## src/rtl/bcd_conv_arbiter.sv

```systemverilog
// Round-robin arbiter sharing one multi-cycle binary-to-BCD converter among N_REQ requesters.
// Issues a one-cycle start pulse, waits for done or timeout, returns a tagged valid/ready response.
module bcd_conv_arbiter #(
  parameter int unsigned N_REQ       = 4,
  parameter int unsigned BIN_W       = 8,
  parameter int unsigned BCD_W       = 12,
  parameter int unsigned TIMEOUT_CYC = 64,
  localparam int unsigned ID_W       = (N_REQ > 1) ? $clog2(N_REQ) : 1
) (
  input  logic                   clk,
  input  logic                   rst,
  input  logic [N_REQ-1:0]       req,
  input  logic [N_REQ*BIN_W-1:0] req_bin,
  output logic [N_REQ-1:0]       gnt,
  output logic                   conv_start,
  output logic [BIN_W-1:0]       conv_bin,
  input  logic                   conv_done,
  input  logic [BCD_W-1:0]       conv_bcd,
  output logic                   rsp_valid,
  input  logic                   rsp_ready,
  output logic [ID_W-1:0]        rsp_id,
  output logic [BCD_W-1:0]       rsp_bcd,
  output logic                   rsp_err
);

  localparam int unsigned TW = $clog2(TIMEOUT_CYC) + 1;

  localparam logic [1:0] StIdle = 2'd0;
  localparam logic [1:0] StWait = 2'd1;
  localparam logic [1:0] StResp = 2'd2;

  logic [1:0]       state_q, state_d;
  logic [ID_W-1:0]  last_q, last_d;
  logic [TW-1:0]    timer_q, timer_d;
  logic [N_REQ-1:0] gnt_q, gnt_d;
  logic             start_q, start_d;
  logic [BIN_W-1:0] bin_q, bin_d;
  logic             valid_q, valid_d;
  logic [ID_W-1:0]  id_q, id_d;
  logic [BCD_W-1:0] bcd_q, bcd_d;
  logic             err_q, err_d;

  logic [ID_W-1:0]  winner;
  logic [ID_W-1:0]  cand;
  logic             found;

  // Search last+1, last+2, ... modulo N_REQ; descending loop leaves the nearest hit in winner.
  always_comb begin
    winner = last_q;
    found  = 1'b0;
    cand   = '0;
    for (int unsigned i = N_REQ; i >= 1; i--) begin
      cand = ID_W'((int'(last_q) + i) % N_REQ);
      if (req[cand]) begin
        winner = cand;
        found  = 1'b1;
      end
    end
  end

  always_comb begin
    state_d = state_q;
    last_d  = last_q;
    timer_d = timer_q;
    gnt_d   = '0;
    start_d = 1'b0;
    bin_d   = bin_q;
    valid_d = valid_q;
    id_d    = id_q;
    bcd_d   = bcd_q;
    err_d   = err_q;

    case (state_q)
      StIdle: begin
        if (found) begin
          gnt_d   = N_REQ'(1) << winner;
          start_d = 1'b1;
          bin_d   = req_bin[winner*BIN_W +: BIN_W];
          id_d    = winner;
          timer_d = '0;
          state_d = StWait;
        end
      end
      StWait: begin
        timer_d = timer_q + 1'b1;
        // Done takes precedence over a timeout falling on the same cycle.
        if (conv_done) begin
          bcd_d   = conv_bcd;
          err_d   = 1'b0;
          valid_d = 1'b1;
          state_d = StResp;
        end else if (timer_q == TW'(TIMEOUT_CYC - 1)) begin
          bcd_d   = {BCD_W{1'b1}};
          err_d   = 1'b1;
          valid_d = 1'b1;
          state_d = StResp;
        end
      end
      StResp: begin
        if (valid_q && rsp_ready) begin
          valid_d = 1'b0;
          err_d   = 1'b0;
          last_d  = id_q;
          state_d = StIdle;
        end
      end
      default: state_d = StIdle;
    endcase
  end

  always_ff @(posedge clk) begin
    if (!rst) begin
      state_q <= StIdle;
      last_q  <= ID_W'(N_REQ - 1);
      timer_q <= '0;
      gnt_q   <= '0;
      start_q <= 1'b0;
      bin_q   <= '0;
      valid_q <= 1'b0;
      id_q    <= '0;
      bcd_q   <= '0;
      err_q   <= 1'b0;
    end else begin
      state_q <= state_d;
      last_q  <= last_d;
      timer_q <= timer_d;
      gnt_q   <= gnt_d;
      start_q <= start_d;
      bin_q   <= bin_d;
      valid_q <= valid_d;
      id_q    <= id_d;
      bcd_q   <= bcd_d;
      err_q   <= err_d;
    end
  end

  assign gnt        = gnt_q;
  assign conv_start = start_q;
  assign conv_bin   = bin_q;
  assign rsp_valid  = valid_q;
  assign rsp_id     = id_q;
  assign rsp_bcd    = bcd_q;
  assign rsp_err    = err_q;

endmodule

```

## config.mk

```make
export PLATFORM = sky130hd
export DESIGN_NAME = bcd_conv_arbiter
export DESIGN_NICKNAME = d
export VERILOG_FILES = /design/src/rtl/bcd_conv_arbiter.sv
export SDC_FILE = /design/constraint.sdc
export NUM_CORES = 1
export LEC_CHECK = 0
export ABC_AREA = 1
export BUFFER_PORTS_ARGS = -buffer_cell sky130_fd_sc_hd__buf_4
export CAP_MARGIN = 15
export CORE_MARGIN = 2
export CORE_UTILIZATION = 51
export CTS_BUF_LIST = sky130_fd_sc_hd__clkbuf_16
export DETAILED_ROUTE_END_ITERATION = 8
export GPL_ROUTABILITY_DRIVEN = 0
export GPL_TIMING_DRIVEN = 0
export PLACE_DENSITY = 0.8
export SETUP_SLACK_MARGIN = 0.2
export SLEW_MARGIN = 20
export SYNTH_ARGS = -nofsm -noshare
export SYNTH_HDL_FRONTEND = slang
export SYNTH_SLANG_ARGS = --single-unit
```

## constraint.sdc

```tcl
create_clock -name clk -period 4.3 [get_ports clk]
set_input_delay 0.215 -clock clk [delete_from_list [all_inputs] [get_ports clk]]
set_output_delay 0.215 -clock clk [all_outputs]
set_load 0.005 [all_outputs]
```

* After elaboration in Yosys (flattened, before gate mapping)
Index checks and enable logic that the tools add are counted.
Widths: inputs -> output; s select.
** Storage, ports and cells
- Register bits :: 40
- Input port bits :: 52
- Output and inout bits :: 29
- Logic and storage cells :: 72
** Operators by class
- $add $sub $neg :: 5
- Order comparisons :: 4
- Eq/ne operators :: 6
- Shift operators :: 2
- Multiplexer cells :: 32
- Reductions and logical operators :: 13
** Operators by type and width (number)
- $shiftx 32x6->8 :: 1
- $mux 12 :: 2
- $mux 2 :: 8
- $pmux 7 s2 :: 1
- $mux 1 :: 13
- $lt 2x3->1 const B :: 4
- $reduce_and 2->1 :: 5
- $reduce_and 3->1 :: 3
- $bmux 1 s2 :: 4
- $add 7x1->7 const B :: 1
- $eq 7x6->1 const B :: 1
- $mux 7 :: 1
- $pmux 2 s3 :: 1
- $reduce_bool 2->1 :: 3
- $add 2x1->2 const B :: 2
- $add 2x2->2 const B :: 2
- $ne 2x2->1 const B :: 2
- $pmux 1 s2 :: 2
- $shl 1x2->4 const A :: 1
- $ne 3x3->1 const B :: 1
- $eq 2x1->1 const B :: 1
- $eq 2x2->1 const B :: 1
- $logic_not 2->1 :: 1
- $logic_and 1x1->1 :: 1

* Logic depth before layout (Yosys ltp)
- Depth in word-level cells :: 9
- Gate-level depth with buffers :: 14
- Mapped depth without buffers :: 13

* Least setup slack after synthesis
No wires, ideal clock.
- Path kind :: reg2reg
- Start point :: reg last_q[0]
- End point :: reg bin_q[0], in the netlist conv_bin[0]
- Library setup time :: 0.109 ns
- Data arrival time :: 1.418 ns
- Required time :: 4.191 ns
- Path slack :: 2.773 ns
- Stages on the path, launching flop included :: 15
- Path buffers :: 1
- Clock period less this slack :: 1.527 ns
- Path through :: dfxtp_1 inv_2 nand2_1 nand3_2 nand2_2 inv_2 nand2_4 nand3_4 nand2_8 buf_12 nand2_4 nand3_2 nand3_2 nand2_1 inv_1
** On the way
- Word-level cells in the longest chain between the ends :: 8
- Elaborated cells on any way between the ends :: 22
- Classes of those cells :: add/sub (4); shift (1); mux (16); reduce/logical (1)
** Ends and longest elaborated chain
- from (decl) :: RTL line 33 : logic [ID_W-1:0] last_q, last_d;
- from (signal assigned) :: RTL line 114 : last_q <= ID_W'(N_REQ - 1);
- from (signal assigned) :: RTL line 125 : last_q <= last_d;
- $add 2x1->2 :: RTL line 53 : cand = ID_W'((int'(last_q) + i) % N_REQ);
- $bmux 1 s2 :: RTL line 54 : if (req[cand]) begin
- $mux 1 (not written as such) :: RTL line 54
- $mux 2 / $mux 1 (equally long branches) (4 in series) :: RTL line 54
- $shiftx 32x6->8 / $reduce_and 2->1 (equally long branches)
- to (signal assigned) :: RTL line 129 : bin_q <= bin_d;
- to (decl) :: RTL line 37 : logic [BIN_W-1:0] bin_q, bin_d;
Parallel ways exist; a longest one is shown, timed or not. The select of a mux whose other input is x is not followed.
A chain may end at the register's enable or synchronous reset.

* Worst setup path after layout
- Start point :: reg timer_q[0]
- End point :: reg bcd_q[0], in the netlist rsp_bcd[0]
** On the way
- Word-level cells in the longest chain between the ends :: 3
** Ends and longest elaborated chain
- from (decl) :: RTL line 34 : logic [TW-1:0] timer_q, timer_d;
- from (signal assigned) :: RTL line 126 : timer_q <= timer_d;
- $eq 7x6->1 :: RTL line 92 : end else if (timer_q == TW'(TIMEOUT_CYC - 1)) begin
- $reduce_bool 2->1 (no source line)
- $reduce_and 2->1 (no source line)
- to (signal assigned) :: RTL line 121 : bcd_q <= '0;
- to (signal assigned) :: RTL line 132 : bcd_q <= bcd_d;
- to (decl) :: RTL line 40 : logic [BCD_W-1:0] bcd_q, bcd_d;
Every way passes these cells.

==> flow_summary.json <==
{
  "final.fill_count": 416,
  "drc": 0,
  "skew_ns": 0.00189,
  "synth_fp_nets": 390,
  "ys_types": 32,
  "synth_area_um2": 2460,
  "core_um2": 4690,
  "die_x_um": 73.5,
  "fin_nets": 477,
  "tightest_slew_ns": 0.512,
  "diodes": 0,
  "postCtsSetupBuffers": 0,
  "firstDrtPassIters": 4,
  "clkTransAtPathRegs_ns": 0.05,
  "ctsResizeCount": 0,
  "avgViaCountPerCell": 4.93,
  "avgSynthCellArea_um2": 7.30,
  "slew_headroom_pct": 65.6,
  "grtUsageTotal_pct": 21.7,
  "min_period_over_period_pct": 44.5,
  "tns_ns": 0,
  "hpwlAfterDp_um": 4380,
  "io_pins": 81,
  "die_h_um": 73.5,
  "cts_tree": "yes",
  "layout_commonest_cell": "buf_4",
  "grt_pass1_vias": 2088,
  "placed_cell_area_um2": 3130,
  "initial_core_util_pct": 52.5,
  "worstPathArrival_ns": 2.10,
  "crit_required_ns": 4.48,
  "hp-class": "input pin to flop",
  "via_count": 2356,
  "finalWirelength_um": 5610,
  "synth-async-reset-ratio_pct": 0,
  "hold_viol": 0,
  "root_buffer": "clkbuf_16",
  "dieArea_um2": 5400,
  "grt_pass1_wl_um": 9340,
  "rsz0062_at_grt": "no",
  "antenna_left": 0,
  "rows": 25,
  "power_leakage_nw": 1.70,
  "cts.sinks": 40,
  "drv_cap": 0,
  "criticalPathCategory": "flop to flop",
  "slew_viol_final": 0,
  "overflow": 0,
  "final_area_um2": 3260,
  "drt-initial-drc-count": 101,
  "clock_latency_ns": 0.28,
  "start_kind": "flop",
  "fmax_mhz": 522,
  "finalCriticalPeriod_ns": 1.92,
  "wl_per_cell_um": 11.7,
  "finalPower_mw": 1.04,
  "clock_path_buffers": 2,
  "yosys_warnings": 0,
  "whs_ns": 0.188,
  "port_buffers": 80,
  "cts_made_buffers": 5,
  "status": "finished, final reports clean",
  "power.density_nw_per_um2": 320,
  "grt_max_degree": 12,
  "setup-violations-final": 0,
  "yosysSeqAreaShare_pct": 32.5,
  "layout_common_cells": "buf_4, inv_1, nand2_1",
  "timing.final.ws_setup_ns": 2.38,
  "holdBufCountCts": 0,
  "cts_max_level": 2,
  "area_growth_pct": 32.6,
  "ir_drop_mv": 0.167,
  "antenna_found_initial": 0,
  "end_kind": "flop",
  "crit_fanout": 10,
  "dp_slack_ns": 2.46,
  "synth_edf_count": 0,
  "layout-drive-gt1-share_pct": 34.9,
  "synth_cells": 337,
  "ys.flop_type": "dfxtp_1",
  "synth-seq-cells": 40
}
==> kinds of logic after synthesis <==
family	share of synthesized area, %
compound gates	9.71
simple gates	40.6
xor+xnor	0.356
fa+ha+maj	0.508
buf+inv	16.3
flops	32.5
==> critical path, cell delays in order (launching register included) <==
cell and delay [ns]:
dfxtp_1 0.38, ha_1 0.20, nand2_1 0.06, nor2_1 0.14, nand2_1 0.09, nor2_1 0.22, a31oi_1 0.23, buf_2 0.25
a211oi_1 0.25
==> final timing paths <==
path	from	to	slack, ns	cells past startpoint
setup / recovery	timer_q[0]	rsp_bcd[0]	2.38	8
hold / removal	rst	last_q[0]	0.19	2
setup reg to reg	timer_q[0]	rsp_bcd[0]	2.38	8
hold reg to reg	rsp_bcd[4]	rsp_bcd[4]	0.46	2
==> flip-flops by register name, indices dropped and copies added, names as in the netlist <==
name        count
state_q         2
rsp_valid       1
gnt             4
rsp_bcd        12
rsp_err         1
last_q          2
conv_start      1
rsp_id          2
timer_q         7
conv_bin        8
==> cell type report <==
cell class	count	area, um2	share of cell area, %
timing repair buffer	80	601	18.4
buffer	11	93.8	2.88
multi-input combinational	212	1260	38.6
sequential	40	801	24.5
tap	54	67.6	2.07
clock inverter	2	8.76	0.268
inverter	74	307	9.39
clock buffer	5	125	3.83
==> where the power goes <==
part	leakage, nW	switching, mW	internal (mW)
clock network	0.0709	0.133	0.208
registers	0.328	0.0194	0.403
logic	1.30	0.145	0.135
==> layer usage <==
metal	up-vias	wire (um)	track usage, %
met3	7	388	4.94
met2	93	2700	36.0
met4	0	59	5.86
li1	1231	-	-
met5	-	0	0
met1	1025	2470	28.2
==> per-stage QoR <==
| stage | util, % | cells |
|---|---|---|
| 3_5_place_dp | 66.7 | 471 |
| 3_3_place_gp | 66.7 | 471 |
| 2_1_floorplan | - | 337 |
| 4_1_cts | 69.5 | 478 |
| 5_1_grt | 69.5 | 478 |
| 6_report | 69.5 | 478 |
==> synthesized netlist by cell type (2+ instances only) <==
master / count / area, um2
a211oi_1: 13 / 97.6
a21oi_1: 11 / 55.1
buf_6: 4 / 45.0
clkbuf_1: 4 / 15.0
dfxtp_1: 40 / 801
inv_1: 68 / 255
inv_2: 4 / 15.0
nand2_1: 54 / 203
nand2_2: 14 / 87.6
nand2_4: 11 / 124
nand3_1: 33 / 165
nand3_2: 17 / 170
nand3_4: 2 / 35.0
nor2_1: 27 / 101
nor2_4: 2 / 22.5
nor3_1: 13 / 65.1
o211ai_1: 2 / 15.0
o21ai_0: 4 / 20.0
Note: power is estimated with default switching activity, not from simulation.
